`src/rtl/mult_pkg.sv`:
```
// Shared Q-format defaults, range limits and lane slicing helpers for mult_acc_pipe.
package mult_pkg;

  localparam int DEFAULT_WIDTH = 24;
  localparam int DEFAULT_FRAC  = 16;

  typedef struct packed {
    logic signed [63:0] minVal;
    logic signed [63:0] maxVal;
  } qLimits_t;

  // Representable range of a signed WIDTH-bit two's complement value.
  function automatic qLimits_t qLimits(input int width);
    qLimits_t lim;
    lim.maxVal = (64'sd1 <<< (width - 1)) - 64'sd1;
    lim.minVal = -(64'sd1 <<< (width - 1));
    return lim;
  endfunction

  function automatic int laneLo(input int lane, input int width);
    return lane * width;
  endfunction

endpackage

```
`src/rtl/fx_round_sat.sv`:
```
// Rescales a signed value by 2^-SHIFT with round-half-up and narrows it to WIDTH bits.
// With MULT_SAT_EN defined the result clamps to the Q-format range and flags ovf; otherwise it wraps.
module fx_round_sat
  import mult_pkg::*;
#(
  parameter int IN_W  = 48,
  parameter int WIDTH = 24,
  parameter int SHIFT = 16
) (
  input  logic signed [IN_W-1:0]  x_i,
  output logic        [WIDTH-1:0] y_o,
  output logic                    ovf_o
);

  logic signed [IN_W:0] ext;
  logic signed [IN_W:0] scaled;

  assign ext = {x_i[IN_W-1], x_i};

  // One guard bit keeps the rounding increment from wrapping before the range check.
  if (SHIFT > 0) begin : g_rnd
    assign scaled = (ext >>> SHIFT) + $signed({{IN_W{1'b0}}, x_i[SHIFT-1]});
  end else begin : g_pass
    assign scaled = ext;
  end

`ifdef MULT_SAT_EN
  localparam qLimits_t LIM = qLimits(WIDTH);

  logic signed [63:0] wide;

  assign wide = 64'(scaled);

  always_comb begin
    y_o   = scaled[WIDTH-1:0];
    ovf_o = 1'b0;
    if (wide > $signed(LIM.maxVal)) begin
      y_o   = LIM.maxVal[WIDTH-1:0];
      ovf_o = 1'b1;
    end else if (wide < $signed(LIM.minVal)) begin
      y_o   = LIM.minVal[WIDTH-1:0];
      ovf_o = 1'b1;
    end
  end
`else
  logic unusedHigh;

  assign unusedHigh = ^scaled[IN_W:WIDTH];
  assign y_o        = scaled[WIDTH-1:0];
  assign ovf_o      = 1'b0;
`endif

endmodule

```
`src/rtl/mult_acc_pipe.sv`:
```
// Two-stage pipelined multi-lane signed Q-format multiplier with optional per-lane accumulation.
// Define MULT_SAT_EN for saturating arithmetic with sticky per-lane overflow flags; default wraps.
module mult_acc_pipe
  import mult_pkg::*;
#(
  parameter int WIDTH = DEFAULT_WIDTH,
  parameter int FRAC  = DEFAULT_FRAC,
  parameter int LANES = 1
) (
  input  logic                   i_clk,
  input  logic                   i_rst_n,
  input  logic                   i_valid,
  output logic                   o_ready,
  input  logic [LANES*WIDTH-1:0] i_a,
  input  logic [LANES*WIDTH-1:0] i_b,
  input  logic                   i_acc,
  input  logic                   i_clr,
  input  logic                   i_last,
  output logic                   o_valid,
  input  logic                   i_ready,
  output logic [LANES*WIDTH-1:0] o_data,
  output logic [LANES-1:0]       o_ovf
);

  localparam int PW = 2 * WIDTH;

  logic en;
  logic outFire;
  logic s1Valid_q, accMode_q, clr_q, last_q;
  logic oValid_q;
  logic [LANES-1:0][PW-1:0]    prod_q, prod_d;
  logic [LANES-1:0][WIDTH-1:0] acc_q, acc_d;
  logic [LANES-1:0][WIDTH-1:0] oData_q, oData_d;
`ifdef MULT_SAT_EN
  logic [LANES-1:0] sticky_q, sticky_d;
  logic [LANES-1:0] oOvf_q, oOvf_d;
`endif

  // The whole pipeline advances together whenever the output register is free to change.
  assign en      = !oValid_q || i_ready;
  assign o_ready = en;
  assign outFire = s1Valid_q && (!accMode_q || last_q);
  assign o_valid = oValid_q;
  assign o_data  = oData_q;

  for (genvar k = 0; k < LANES; k++) begin : g_lane
    logic signed [PW-1:0] aExt, bExt;
    logic [WIDTH-1:0] rnd, base, sum;
    logic [WIDTH:0]   sumIn;
    logic             rndOvf, sumOvf;

    assign aExt      = PW'($signed(i_a[laneLo(k, WIDTH) +: WIDTH]));
    assign bExt      = PW'($signed(i_b[laneLo(k, WIDTH) +: WIDTH]));
    assign prod_d[k] = aExt * bExt;

    fx_round_sat #(.IN_W(PW), .WIDTH(WIDTH), .SHIFT(FRAC)) u_prodRnd (
      .x_i   ($signed(prod_q[k])),
      .y_o   (rnd),
      .ovf_o (rndOvf)
    );

    assign base  = clr_q ? '0 : acc_q[k];
    assign sumIn = {base[WIDTH-1], base} + {rnd[WIDTH-1], rnd};

    fx_round_sat #(.IN_W(WIDTH + 1), .WIDTH(WIDTH), .SHIFT(0)) u_accSat (
      .x_i   ($signed(sumIn)),
      .y_o   (sum),
      .ovf_o (sumOvf)
    );

    assign acc_d[k]   = (s1Valid_q && accMode_q) ? (last_q ? '0 : sum) : acc_q[k];
    assign oData_d[k] = outFire ? (accMode_q ? sum : rnd) : oData_q[k];

`ifdef MULT_SAT_EN
    logic stickyNew;

    assign stickyNew   = (clr_q ? 1'b0 : sticky_q[k]) | rndOvf | sumOvf;
    assign sticky_d[k] = (s1Valid_q && accMode_q) ? (last_q ? 1'b0 : stickyNew) : sticky_q[k];
    assign oOvf_d[k]   = outFire ? (accMode_q ? stickyNew : rndOvf) : oOvf_q[k];
`else
    logic unusedOvf;

    assign unusedOvf = rndOvf | sumOvf;
`endif
  end

  always_ff @(posedge i_clk or negedge i_rst_n) begin
    if (!i_rst_n) begin
      s1Valid_q <= 1'b0;
      accMode_q <= 1'b0;
      clr_q     <= 1'b0;
      last_q    <= 1'b0;
      prod_q    <= '0;
      acc_q     <= '0;
      oData_q   <= '0;
      oValid_q  <= 1'b0;
    end else if (en) begin
      s1Valid_q <= i_valid;
      accMode_q <= i_acc;
      clr_q     <= i_clr;
      last_q    <= i_last;
      prod_q    <= prod_d;
      acc_q     <= acc_d;
      oData_q   <= oData_d;
      oValid_q  <= outFire;
    end
  end

`ifdef MULT_SAT_EN
  always_ff @(posedge i_clk or negedge i_rst_n) begin
    if (!i_rst_n) begin
      sticky_q <= '0;
      oOvf_q   <= '0;
    end else if (en) begin
      sticky_q <= sticky_d;
      oOvf_q   <= oOvf_d;
    end
  end

  assign o_ovf = oOvf_q;
`else
  assign o_ovf = '0;
`endif

endmodule

```
`config.mk`:
```
export PLATFORM = sky130hd
export DESIGN_NAME = mult_acc_pipe
export DESIGN_NICKNAME = d
export VERILOG_FILES = /design/src/rtl/mult_pkg.sv /design/src/rtl/fx_round_sat.sv /design/src/rtl/mult_acc_pipe.sv
export SDC_FILE = /design/constraint.sdc
export NUM_CORES = 2
export LEC_CHECK = 0
export ABC_AREA = 1
export BUFFER_PORTS_ARGS = -buffer_cell sky130_fd_sc_hd__buf_2
export CAP_MARGIN = 40
export CELL_PAD_IN_SITES_DETAIL_PLACEMENT = 0
export CELL_PAD_IN_SITES_GLOBAL_PLACEMENT = 1
export CORE_MARGIN = 5
export CORE_UTILIZATION = 45
export CTS_CLUSTER_DIAMETER = 60
export DETAILED_ROUTE_END_ITERATION = 10
export MAX_ROUTING_LAYER = met4
export PLACE_DENSITY_LB_ADDON = 0.1
export SLEW_MARGIN = 10
export SYNTH_ARGS = -nofsm -noshare
export SYNTH_HDL_FRONTEND = slang
export SYNTH_SLANG_ARGS = --single-unit
```
`constraint.sdc`:
```
create_clock -name i_clk -period 4.5 [get_ports i_clk]
set_input_delay 0 -clock i_clk [delete_from_list [all_inputs] [get_ports i_clk]]
set_output_delay 0 -clock i_clk [all_outputs]
set_load 0.01 [all_outputs]
```
## Word level (Yosys, flattened, before mapping)

Index checks and enable logic that the tools add are counted.

- Bits in registers: 93
- Input bits: 55
- Output and inout port bits: 27
- Word-level logic and storage cells: 22

- Add/subtract/negate cells: 2
- $mul: 1
- Mux-type cells: 3
- Reductions and logical operators: 8

Operator list:

| kind | count |
|---|---|
| $mux W24 | 3 |
| $mul A24 B24 Y40 | 1 |
| $add A24 B2 Y24 | 1 |
| $add A24 B24 Y24 | 1 |
| $reduce_and A2 Y1 | 2 |
| $logic_and A1 B1 Y1 | 2 |
| $logic_not A1 Y1 | 2 |
| $logic_or A1 B1 Y1 | 2 |

## Logic depth before layout (Yosys ltp)

- Depth after elaboration: 4
- Mapped depth: 32
- Mapped depth without buffers: 30

## Hierarchy

Synthesis repeated with hierarchy kept, for this count alone.

- Cells, all modules: 3995
- Area total of the unflattened synthesis: 29686.0 sq um

By module, submodules not included:

| module | instances | cells an instance | area an instance (sq um) | sequential area each (sq um) |
|---|---|---|---|---|
| mult_acc_pipe | 1 | 3841 | 28770.1 | 2527.4 |
| fx_round_sat (g_lane[0].u_prodRnd) | 1 | 128 | 724.4 | 0.0 |
| fx_round_sat (g_lane[0].u_accSat) | 1 | 26 | 191.4 | 0.0 |

## Worst setup path after synthesis

OpenSTA, ideal clock, no wires.

- Path kind: input-to-reg
- Start point: input i_a[16]
- End point: register prod_q[18] in the netlist's numbering
- Setup time: 0.119 ns
- Arrival time: 5.622 ns
- Data required time: 4.381 ns
- Slack: -1.240 ns
- Stages on the path: 27
- Path buffers: 2
- Cells stage by stage: clkbuf_1 -> clkbuf_1 -> nand2_1 -> inv_1 -> fa_1 -> inv_1 -> fa_1 -> fa_1 -> inv_1 -> fa_1 -> inv_1 -> fa_1 -> inv_1 -> fa_1 -> inv_1 -> fa_1 -> inv_1 -> ha_1 -> a21oi_1 -> o21ai_0 -> a21oi_2 -> nand2_4 -> nand2_2 -> nand2_4 -> or2_2 -> nand3_1 -> nand2_1

- Cells in the longest elaborated chain, start to end: 1

Ends and longest elaborated chain:

| element | line | source |
|---|---|---|
| start, declared | mult_acc_pipe.sv:14 | `input logic [LANES*WIDTH-1:0] i_a,` |
| $mul A24 B24 Y40 | mult_acc_pipe.sv:54 | `assign prod_d[k] = aExt * bExt;` |
| end signal, assigned | mult_acc_pipe.sv:102 | `prod_q <= prod_d;` |
| end, declared | mult_acc_pipe.sv:31 | `logic [LANES-1:0][PW-1:0] prod_q, prod_d;` |

Every way passes these cells.
A chain may end at the register's enable or synchronous reset.

## Worst setup path after layout

- Start point: input i_a[15]
- End point: register prod_q[20] in the netlist's numbering

Same word-level chain as after synthesis.

==> flow_summary.toml <==
[run_status]
outcome = "finished, violations left"
violations = "negative setup slack"

[logic_synthesis]
syn-num-nets = 4057
ys_types = 46
syn_area_sq_um = 24900
synth_area_leader_cell = "fa_1"
ys.flop_type = "dfrtp_1"
synth_area_per_cell_sq_um = 7.44
synthCells = 3340
synth_edf_count = 0
ys_seq_elements = 78
seq_area_frac_synth_pct = 7.85
synth_area_leaders = "fa_1, inv_1, nand2_1"
yosysWarnings = 0
ys_async_sr_fraction_pct = 100
yosysTopAreaCellShare_pct = 41.6

[global_route]
grt_usage_pct = 26.7
grt_max_degree = 56
antenna_found_initial = 0
grt_first_pass_wirelength_microns = 125000
grt_pass1_vias = 23300
overflow = 0

[floorplan]
dieArea_sq_um = 60000
die_x_microns = 245
core_area_sq_um = 54900
die_height_microns = 245
floorplan.rows = 86
start_util_pct = 45.3
ios = 82

[cts]
root_buffer = "clkbuf_16"
clk_latency_ps = 350
tritoncts = "built"
cts_sinks = 78
clockBufferDepth = 2
cts_buffers = 9
path_clk_slew_ps = 60
cts.htree.levels = 3

[critical_path]
startpoint_type = "input pin"
cp-end-kind = "flop"
required_ps = 4710
critPathTopFamily = "adder cells"
critical_path_peak_fanout = 6
r2r-start = "prod_q[15]"
crit_start = "i_a[15]"
critPathSlowestCell = "fa_2"
arrival_ps = 5520
path_buf_inv = 9
critPathKind = "in2reg"
cpPeakStageDelay_ps = 560

[sta]
slew_viol_final = 0
max_slew_margin_pct = 48.7
final.setup.worst_slack_ps = -811
clock.fmax_mhz = 188
setup_viol_count_final = 25
rsz0062_at_grt = "true"
final-hold-violation-count = 0
worst_slew_pin_slew_ps = 769
skew_ps = 7.61
fin_crit_ps = 5310
post-route-period-util_pct = 118

[place]
preCtsSetupSlack_ps = -1610
hpwl_microns = 65300
routabilityCongestion = 0.932
numPortBuffers = 80

[routing]
drcViolationCount = 0
num_vias = 21400
wl_per_cell_microns = 17.4
drt_iter0_drc = 1164
ant_nets = 0
first_pass_iters = 5
viasPerCell = 4.92
wirelength_microns = 75700

[cells_and_area]
mostFrequentLayoutCell = "inv_1"
final.fill_count = 5211
drive_above_1_share_pct = 21.0
diodes = 0
final_util_pct = 56.2
final_cell_mix = "inv_1, nand2_1, fa_1"
nNetsFinal = 4358
area_delta_synth_final_pct = 24.0

[min_path]
hold_class = "in2async"

[job]
max_cap_viol_count = 0
==> stage by stage <==
| step | TNS [ps] | std cells | instance area (sq um) | hold WS [ps] |
|---|---|---|---|---|
| finish | -17390 | 4349 | 30800 | 90.9 |
| global route | -22280 | 4349 | 30800 | 132 |
| CTS | -18530 | 4331 | 30100 | 88.3 |
| detailed placement | -35880 | 4283 | 28500 | -81.9 |
| global placement | -35620 | 4282 | 28500 | -87.3 |
| floorplan | -16620 | 3340 | 25800 | -296 |
==> synthesized netlist by cell type, types with 6 or more instances <==
library cell and n:
a21oi_1 75, o21a_1 6, o22ai_1 6, o21ai_0 81
nand3_1 84, nand2_2 8, o21bai_1 12, nor2_1 155
buf_2 12, ha_1 146, a21o_1 11, inv_1 979
xnor2_1 8, o211ai_1 7, nor3_1 22, inv_2 6
nand2_1 911, o21ai_1 13, buf_1 8, nand3b_1 7
dfrtp_1 78, fa_1 516, or2_2 12, clkbuf_1 97
xor2_1 27, nand4_1 17
==> layer usage <==
metal	global-route usage [%]	wire, microns	part of all wire [%]	up-vias
met5	-	0	0	-
met4	5.28	1860	2.5	0
met3	2.08	2600	3.4	99
met2	45.9	37800	50	414
met1	35.4	33400	44	10800
li1	-	-	-	10100
==> final timing paths <==
path,end,slack [ps],cells past startpoint
max,prod_q[20],-810,25
min,o_data[20],90,2
max reg2reg,o_data[23],710,19
min reg2reg,o_data[20],470,2
max in group asynchronous,o_data[9],3340,3
min in group i_clk,prod_q[37],120,5
==> logic make-up (layout without fill, tap and decap cells) <==
family	count (synthesis)	after routing	share of synthesized area, %
and+or+nand+nor	1237	1237	20.2
DFF	78	78	7.85
buffers and inverters	1104	1409	16.8
xor gates and xnor gates	36	36	1.30
AOI/OAI and AO/OA	222	222	4.99
other	1	1	0.0151
adders and majority gates	662	662	48.9
==> registers in the layout, indices dropped and copies added (netlist names) <==
register	flops
clr_q	1
accMode_q	1
o_data	24
o_valid	1
last_q	1
acc_q	24
prod_q	25
s1Valid_q	1
==> what timing repair did <==
item,in CTS,in global routing
pin swaps,117,128
setup endpoints to repair,25,25
resized for setup,301,163
gates cloned,0,2
setup buffers,33,16
hold buffers,5,0
hold endpoints to repair,27,0
==> final cells by class <==
class	instances	area, sq um	area share [%]
clock buffer	11	243	0.787
clock inverter	4	95.1	0.308
sequential	78	1950	6.33
tap	704	881	2.86
multi-input combinational	2158	20200	65.4
inverter	986	3730	12.1
timing repair buffer	408	3770	12.2
Power is left out: the tool's default activity adds up to more than one toggle a clock period on the data nets, which glitch-free logic cannot reach.
